## src/rtl/seven_seg_banner_mux_if.sv

```systemverilog
// Banner request and display-pin bundle for seven_seg_banner_mux.
// The master drives the message and controls; the slave drives the pins.
interface seven_seg_banner_mux_if #(
  parameter int NUM_DIGITS = 4,
  parameter int MSG_LEN    = 8
);
  logic                   show;
  logic [5*MSG_LEN-1:0]   msg;
  logic                   hold;
  logic                   clear;
  logic [NUM_DIGITS-1:0]  blink_mask;
  logic [6:0]             seg;
  logic [NUM_DIGITS-1:0]  an;
  logic                   busy;

  modport master (
    output show, msg, hold, clear, blink_mask,
    input  seg, an, busy
  );

  modport slave (
    input  show, msg, hold, clear, blink_mask,
    output seg, an, busy
  );
endinterface

```

## src/rtl/seven_seg_banner_mux.sv

```systemverilog
// Multiplexed 7-segment banner driver: latched message, timed or held,
// scrolling when longer than the display, with per-digit blinking.
module seven_seg_banner_mux #(
  parameter int NUM_DIGITS    = 4,
  parameter int MSG_LEN       = 8,
  parameter int MUX_CYCLES    = 50000,
  parameter int SCROLL_CYCLES = 25000000,
  parameter int SHOW_CYCLES   = 50000000,
  parameter int BLINK_CYCLES  = 12500000
) (
  input logic clk,
  input logic rst,
  seven_seg_banner_mux_if.slave bus
);

  localparam int OMAX = MSG_LEN - NUM_DIGITS;
  localparam int MW   = (MUX_CYCLES > 1) ? $clog2(MUX_CYCLES) : 1;
  localparam int CW   = (SCROLL_CYCLES > 1) ? $clog2(SCROLL_CYCLES) : 1;
  localparam int LW   = (SHOW_CYCLES > 1) ? $clog2(SHOW_CYCLES) : 1;
  localparam int BW   = (BLINK_CYCLES > 1) ? $clog2(BLINK_CYCLES) : 1;
  localparam int OW   = (OMAX > 0) ? $clog2(OMAX + 1) : 1;
  localparam int SW   = $clog2(NUM_DIGITS + 1);
  localparam int IW   = (MSG_LEN > 1) ? $clog2(MSG_LEN) : 1;

  typedef enum logic {
    IDLE,
    ACTIVE
  } state_t;

  state_t state_q, state_d;

  logic [4:0]            chars_q [MSG_LEN];
  logic [MW-1:0]         mux_q;
  logic [SW-1:0]         slot_q;
  logic [CW-1:0]         scnt_q;
  logic [OW-1:0]         offset_q;
  logic [LW-1:0]         life_q;
  logic [BW-1:0]         bcnt_q;
  logic                  phase_q;
  logic [6:0]            seg_q, seg_d;
  logic [NUM_DIGITS-1:0] an_q, an_d;
  logic [IW-1:0]         idx;
  logic                  busy_q;
  logic                  start;
  logic                  timeout;

  function automatic logic [6:0] char_seg(input logic [4:0] c);
    logic [6:0] s;
    case (c)
      5'h00:   s = 7'b0111111;
      5'h01:   s = 7'b0000110;
      5'h02:   s = 7'b1011011;
      5'h03:   s = 7'b1001111;
      5'h04:   s = 7'b1100110;
      5'h05:   s = 7'b1101101;
      5'h06:   s = 7'b1111101;
      5'h07:   s = 7'b0000111;
      5'h08:   s = 7'b1111111;
      5'h09:   s = 7'b1101111;
      5'h0A:   s = 7'b1110111;
      5'h0B:   s = 7'b1111100;
      5'h0C:   s = 7'b0111001;
      5'h0D:   s = 7'b1011110;
      5'h0E:   s = 7'b1111001;
      5'h0F:   s = 7'b1110001;
      5'h11:   s = 7'b1110110;
      5'h12:   s = 7'b0111000;
      5'h13:   s = 7'b0110111;
      5'h14:   s = 7'b0000111;
      5'h15:   s = 7'b1000000;
      5'h16:   s = 7'b1110011;
      5'h17:   s = 7'b1010000;
      5'h18:   s = 7'b0111110;
      default: s = 7'b0000000;
    endcase
    return s;
  endfunction

  assign busy_q  = (state_q == ACTIVE);
  assign start   = bus.show & ~bus.clear;
  assign timeout = ~bus.hold & (life_q == LW'(SHOW_CYCLES - 1));

  always_comb begin
    state_d = state_q;
    unique case (state_q)
      IDLE: begin
        if (start) state_d = ACTIVE;
      end
      ACTIVE: begin
        if (bus.clear)   state_d = IDLE;
        else if (start)  state_d = ACTIVE;
        else if (timeout) state_d = IDLE;
      end
      default: state_d = IDLE;
    endcase
  end

  always_ff @(posedge clk or posedge rst) begin
    if (rst) state_q <= IDLE;
    else     state_q <= state_d;
  end

  always_ff @(posedge clk or posedge rst) begin
    if (rst) begin
      mux_q  <= '0;
      slot_q <= '0;
    end else if (mux_q == MW'(MUX_CYCLES - 1)) begin
      mux_q  <= '0;
      slot_q <= (slot_q == SW'(NUM_DIGITS)) ? '0 : slot_q + 1'b1;
    end else begin
      mux_q  <= mux_q + 1'b1;
    end
  end

  always_ff @(posedge clk or posedge rst) begin
    if (rst) begin
      for (int i = 0; i < MSG_LEN; i++) chars_q[i] <= '0;
      life_q   <= '0;
      scnt_q   <= '0;
      offset_q <= '0;
      bcnt_q   <= '0;
      phase_q  <= 1'b0;
    end else if (start) begin
      for (int i = 0; i < MSG_LEN; i++) chars_q[i] <= bus.msg[5*i +: 5];
      life_q   <= '0;
      scnt_q   <= '0;
      offset_q <= '0;
      bcnt_q   <= '0;
      phase_q  <= 1'b0;
    end else if (busy_q) begin
      // life freezes at its terminal value; the FSM drops busy there
      if (!bus.hold && life_q != LW'(SHOW_CYCLES - 1))
        life_q <= life_q + 1'b1;
      if (OMAX > 0) begin
        if (scnt_q == CW'(SCROLL_CYCLES - 1)) begin
          scnt_q   <= '0;
          offset_q <= (offset_q == OW'(OMAX)) ? '0 : offset_q + 1'b1;
        end else begin
          scnt_q <= scnt_q + 1'b1;
        end
      end
      if (bcnt_q == BW'(BLINK_CYCLES - 1)) begin
        bcnt_q  <= '0;
        phase_q <= ~phase_q;
      end else begin
        bcnt_q <= bcnt_q + 1'b1;
      end
    end
  end

  assign idx = IW'(offset_q) + IW'(slot_q);

  // the blanking slot matches no digit, so it falls through to all-off
  always_comb begin
    seg_d = '0;
    an_d  = '0;
    for (int d = 0; d < NUM_DIGITS; d++) begin
      if (busy_q && slot_q == SW'(d) &&
          !(phase_q && bus.blink_mask[d])) begin
        an_d[d] = 1'b1;
        seg_d   = char_seg(chars_q[idx]);
      end
    end
  end

  always_ff @(posedge clk or posedge rst) begin
    if (rst) begin
      seg_q <= '0;
      an_q  <= '0;
    end else begin
      seg_q <= seg_d;
      an_q  <= an_d;
    end
  end

  assign bus.seg  = seg_q;
  assign bus.an   = an_q;
  assign bus.busy = busy_q;

endmodule

```

## src/flat_wrapper.sv

```systemverilog
// flat-port wrapper written by rule: the top's interface ports become plain ports
module seven_seg_banner_mux_flat 
#(
  parameter int NUM_DIGITS    = 4,
  parameter int MSG_LEN       = 8,
  parameter int MUX_CYCLES    = 50000,
  parameter int SCROLL_CYCLES = 25000000,
  parameter int SHOW_CYCLES   = 50000000,
  parameter int BLINK_CYCLES  = 12500000
)
  (clk, rst, bus_show, bus_msg, bus_hold, bus_clear, bus_blink_mask, bus_seg, bus_an, bus_busy);
  seven_seg_banner_mux_if #(.NUM_DIGITS(NUM_DIGITS), .MSG_LEN(MSG_LEN)) bus_i ();
  input logic clk;
  input logic rst;
  input wire logic [$bits(bus_i.show)-1:0] bus_show;
  input wire logic [$bits(bus_i.msg)-1:0] bus_msg;
  input wire logic [$bits(bus_i.hold)-1:0] bus_hold;
  input wire logic [$bits(bus_i.clear)-1:0] bus_clear;
  input wire logic [$bits(bus_i.blink_mask)-1:0] bus_blink_mask;
  output wire logic [$bits(bus_i.seg)-1:0] bus_seg;
  output wire logic [$bits(bus_i.an)-1:0] bus_an;
  output wire logic [$bits(bus_i.busy)-1:0] bus_busy;
  assign bus_i.show = bus_show;
  assign bus_i.msg = bus_msg;
  assign bus_i.hold = bus_hold;
  assign bus_i.clear = bus_clear;
  assign bus_i.blink_mask = bus_blink_mask;
  assign bus_seg = bus_i.seg;
  assign bus_an = bus_i.an;
  assign bus_busy = bus_i.busy;
  seven_seg_banner_mux #(.NUM_DIGITS(NUM_DIGITS), .MSG_LEN(MSG_LEN), .MUX_CYCLES(MUX_CYCLES), .SCROLL_CYCLES(SCROLL_CYCLES), .SHOW_CYCLES(SHOW_CYCLES), .BLINK_CYCLES(BLINK_CYCLES)) u_core (.clk(clk), .rst(rst), .bus(bus_i));
endmodule
```

## config.mk

```make
export PLATFORM = sky130hd
export DESIGN_NAME = seven_seg_banner_mux_flat
export DESIGN_NICKNAME = d
export VERILOG_FILES = /design/src/rtl/seven_seg_banner_mux_if.sv /design/src/rtl/seven_seg_banner_mux.sv /design/src/flat_wrapper.sv
export SDC_FILE = /design/constraint.sdc
export NUM_CORES = 1
export LEC_CHECK = 0
export BUFFER_PORTS_ARGS = -buffer_cell sky130_fd_sc_hd__buf_4
export CAP_MARGIN = 15
export CORE_MARGIN = 1.5
export CORE_UTILIZATION = 35
export DETAILED_ROUTE_END_ITERATION = 8
export PLACE_DENSITY_LB_ADDON = 0.2
export SLEW_MARGIN = 20
export SYNTH_ARGS = -nofsm -noshare
export SYNTH_HDL_FRONTEND = slang
export SYNTH_SLANG_ARGS = --single-unit
```

## constraint.sdc

```tcl
create_clock -name clk -period 5.73 [get_ports clk]
set_input_delay 0.573 -clock clk [delete_from_list [all_inputs] [get_ports clk]]
set_output_delay 0.573 -clock clk [all_outputs]
set_load 0.01 [all_outputs]
```

==> flow_summary.json <==
{
  "fillCellCount": 2168,
  "yosys.area.top_type": "dfrtp_1",
  "power.share.switching": 0.302,
  "fmax_mhz": 297,
  "seq_power_share": 0.390,
  "overflow": 0,
  "grt_max_degree": 87,
  "drive_gt1_frac": 0.142,
  "ys_async_sr_fraction": 1.00,
  "core-area_mm2": 0.0217,
  "gp_congestion": 0.849,
  "dr_wl_met3_um": 488,
  "final_util": 0.416,
  "io_pins": 61,
  "rsz0062_at_grt": "false",
  "initial_utilization": 0.355,
  "ys_types": 56,
  "cts_setup_buffers": 0,
  "netlist_instances": 818,
  "power.share.clock": 0.387,
  "fin_crit_sh": 0.588,
  "min_path_type": "in2async",
  "worstSetupStartpointType": "register",
  "period_needed_ps": 3370,
  "grt_use_total": 0.160,
  "cts_resized": 0,
  "ff2ff_setup_slack_ps": 2360,
  "r2r-end": "u_core.bus.seg[0]",
  "dieArea_mm2": 0.0229,
  "clock_path_buffers": 2,
  "yosysWarnings": 0,
  "power.total_uw": 3030,
  "cts_tree": "yes",
  "first_iter_violations": 296,
  "rows": 54,
  "cp.required_ps": 6050,
  "reg2reg_depth": 12,
  "clk_latency_ps": 420,
  "pwr_density_cell_mw_per_mm2": 335,
  "die_x_um": 151,
  "post-dp-hpwl_um": 11400,
  "slew_headroom": 0.304,
  "cts_hold_buf": 0,
  "comb_power_share": 0.223,
  "wl_per_cell_um": 14.5,
  "layout.nets": 938,
  "placed_area_mm2": 0.00841,
  "synth_edf_count": 0,
  "drc_errors": 0,
  "design_area_mm2": 0.00903,
  "p_int_uw": 2110,
  "startpoint": "u_core.slot_q[0]",
  "worstPathArrival_ps": 3690,
  "met1Wirelength_um": 8620,
  "r2r-start": "u_core.slot_q[0]",
  "cts_buffers": 17,
  "syn-num-nets": 888,
  "critical_path_class": "reg2reg",
  "cts-root-buf": "clkbuf_16",
  "multi_input_area_mm2": 0.00376,
  "antenna_found_initial": 0,
  "yosysSeqAreaShare": 0.488,
  "postRouteAntennaNets": 0,
  "drtPass1Iterations": 4,
  "htreeDepth": 4,
  "maxSlewViolCount": 0,
  "crit_path_end_kind": "register",
  "wl_met2_um": 7590,
  "vias_per_cell": 4.99,
  "synthesis.area_mm2": 0.00769,
  "die_h_um": 151,
  "max-vdd-ir-drop_uv": 180,
  "p_leak_uw": 0.00411,
  "routed_wl_um": 16800,
  "finalClockSkew_ps": 7.74,
  "cts.sinks": 150,
  "synthTopCellsByArea": "dfrtp_1 49%, nand2_1 8.6%, nor2_1 4.7%",
  "routed.top_layer": "met4",
  "synth_top_cell_area_share": 0.488,
  "setup_tns_ps": 0,
  "synth_seq_cells": 150,
  "status": "completed",
  "grt_pass1_vias": 5631,
  "tightest_slew_ps": 1010,
  "maxCapViolations": 0,
  "grt_pass1_wl_um": 28700,
  "synth.avg_cell_area_um2": 9.41,
  "num_vias": 5791,
  "final_hold_viol_count": 0,
  "cts.clk_slew.worst_paths_ps": 70,
  "io_buffers": 60,
  "ys.flop_type": "dfrtp_1",
  "p_switching_uw": 915,
  "setup_viol": 0,
  "cp_max_fo": 14,
  "areaGrowthSynthToFinish_pct": 17.4,
  "seq_area_mm2": 0.00375,
  "n_antenna_cell": 0
}
-- cell usage after synthesis (2+ instances only) --
cell type	count
a31oi_1	6
o31ai_1	4
a21oi_1	14
or3_1	10
o211a_1	2
nor3_1	22
dfrtp_1	150
mux2i_1	8
inv_1	19
and2_1	2
and3_1	12
nand3b_1	3
nor2_1	97
mux2_2	7
nor3b_1	2
nand2_1	177
or4_1	2
clkbuf_1	21
buf_1	5
buf_2	6
o21ai_0	22
nand2b_1	3
xnor2_1	35
ha_1	20
a41o_1	2
nand3_1	38
mux4_2	10
nand4_1	21
a211oi_1	3
nor2b_1	5
nor4b_1	5
and4_1	4
xor2_1	41
nor4_1	16
a211o_1	3
-- registers in the layout (all words and copies together) (netlist names) --
name and count:
u_core.chars_q 40, u_core.bus.seg 7, u_core.scnt_q 25, u_core.life_q 26, u_core.phase_q 1, u_core.bus.busy 1, u_core.offset_q 3, u_core.bcnt_q 24
u_core.bus.an 4, u_core.mux_q 16, u_core.slot_q 3
-- metrics by stage --
stage,setup slack (ps),std cells,hold slack (ps)
global placement,2370,1129,454
detailed placement,2340,1129,463
floorplan,1120,818,440
global route,2080,1161,316
finish,2360,1161,300
CTS,2360,1161,313
-- worst max path at each step --
stage / endpoint / slack (ps) / cells past startpoint
detailed placement: u_core.bus.seg[0] / 2340 / 12
floorplan: u_core.bcnt_q[0] / 1120 / 1
global placement: u_core.bus.seg[1] / 2370 / 8
finish: u_core.bus.seg[0] / 2360 / 12
global route: u_core.bus.seg[0] / 2080 / 12
CTS: u_core.bus.seg[0] / 2360 / 12
-- placed cells by master (no fill, tap or decap), types with 5 or more instances in the layout --
master	netlist	routed
clkbuf_16	0	17
inv_1	19	18
buf_4	0	63
clkinvlp_4	0	5
nand3_1	38	38
mux2_2	7	7
nor4_1	16	15
nor3_1	22	22
mux4_2	10	10
dfrtp_1	150	150
ha_1	20	20
xnor2_1	35	35
nor2_1	97	97
and3_1	12	12
nand2_1	177	177
nand4_1	21	21
mux2i_1	8	8
a21oi_1	14	14
o21ai_0	22	22
or3_1	10	10
a31oi_1	6	6
xor2_1	41	41
nor4b_1	5	5
-- cell families after synthesis --
logic type      share of synthesized area
compound gates                     0.0582
xor+xnor                           0.0886
fa+ha+maj                          0.0351
buf+inv                            0.0259
flops                               0.488
mux                                0.0499
simple gates                        0.254
-- cell type report --
type                       count  share of cell area
multi-input combinational    617               0.416
tap                          280              0.0388
clock inverter                15              0.0215
inverter                      19             0.00845
timing repair buffer          63              0.0524
sequential                   150               0.416
clock buffer                  17              0.0471
-- routing by layer --
layer,global-route usage,up-vias
li1,-,2892
met5,0,-
met3,0.0340,6
met4,0.0515,0
met1,0.232,2826
met2,0.235,67
-- worst max-delay path, stage by stage (launching register included) --
cell	delay (ps)
dfrtp_1	390
ha_1	160
inv_1	40
fa_1	370
xnor2_1	170
xnor2_2	590
mux2_2	420
inv_1	140
ha_1	280
mux2_2	280
a211oi_1	230
a31oi_1	70
o32ai_1	150
-- power groups by stage --
stage               Clock (µW)  Combinational (µW)  Sequential (µW)
floorplan                    0                 488             1200
global placement             0                 681             1200
detailed placement           0                 674             1200
CTS                       1200                 678             1180
global route              1250                 752             1190
finish                    1170                 675             1180
Power figures use the tool's default switching activity.
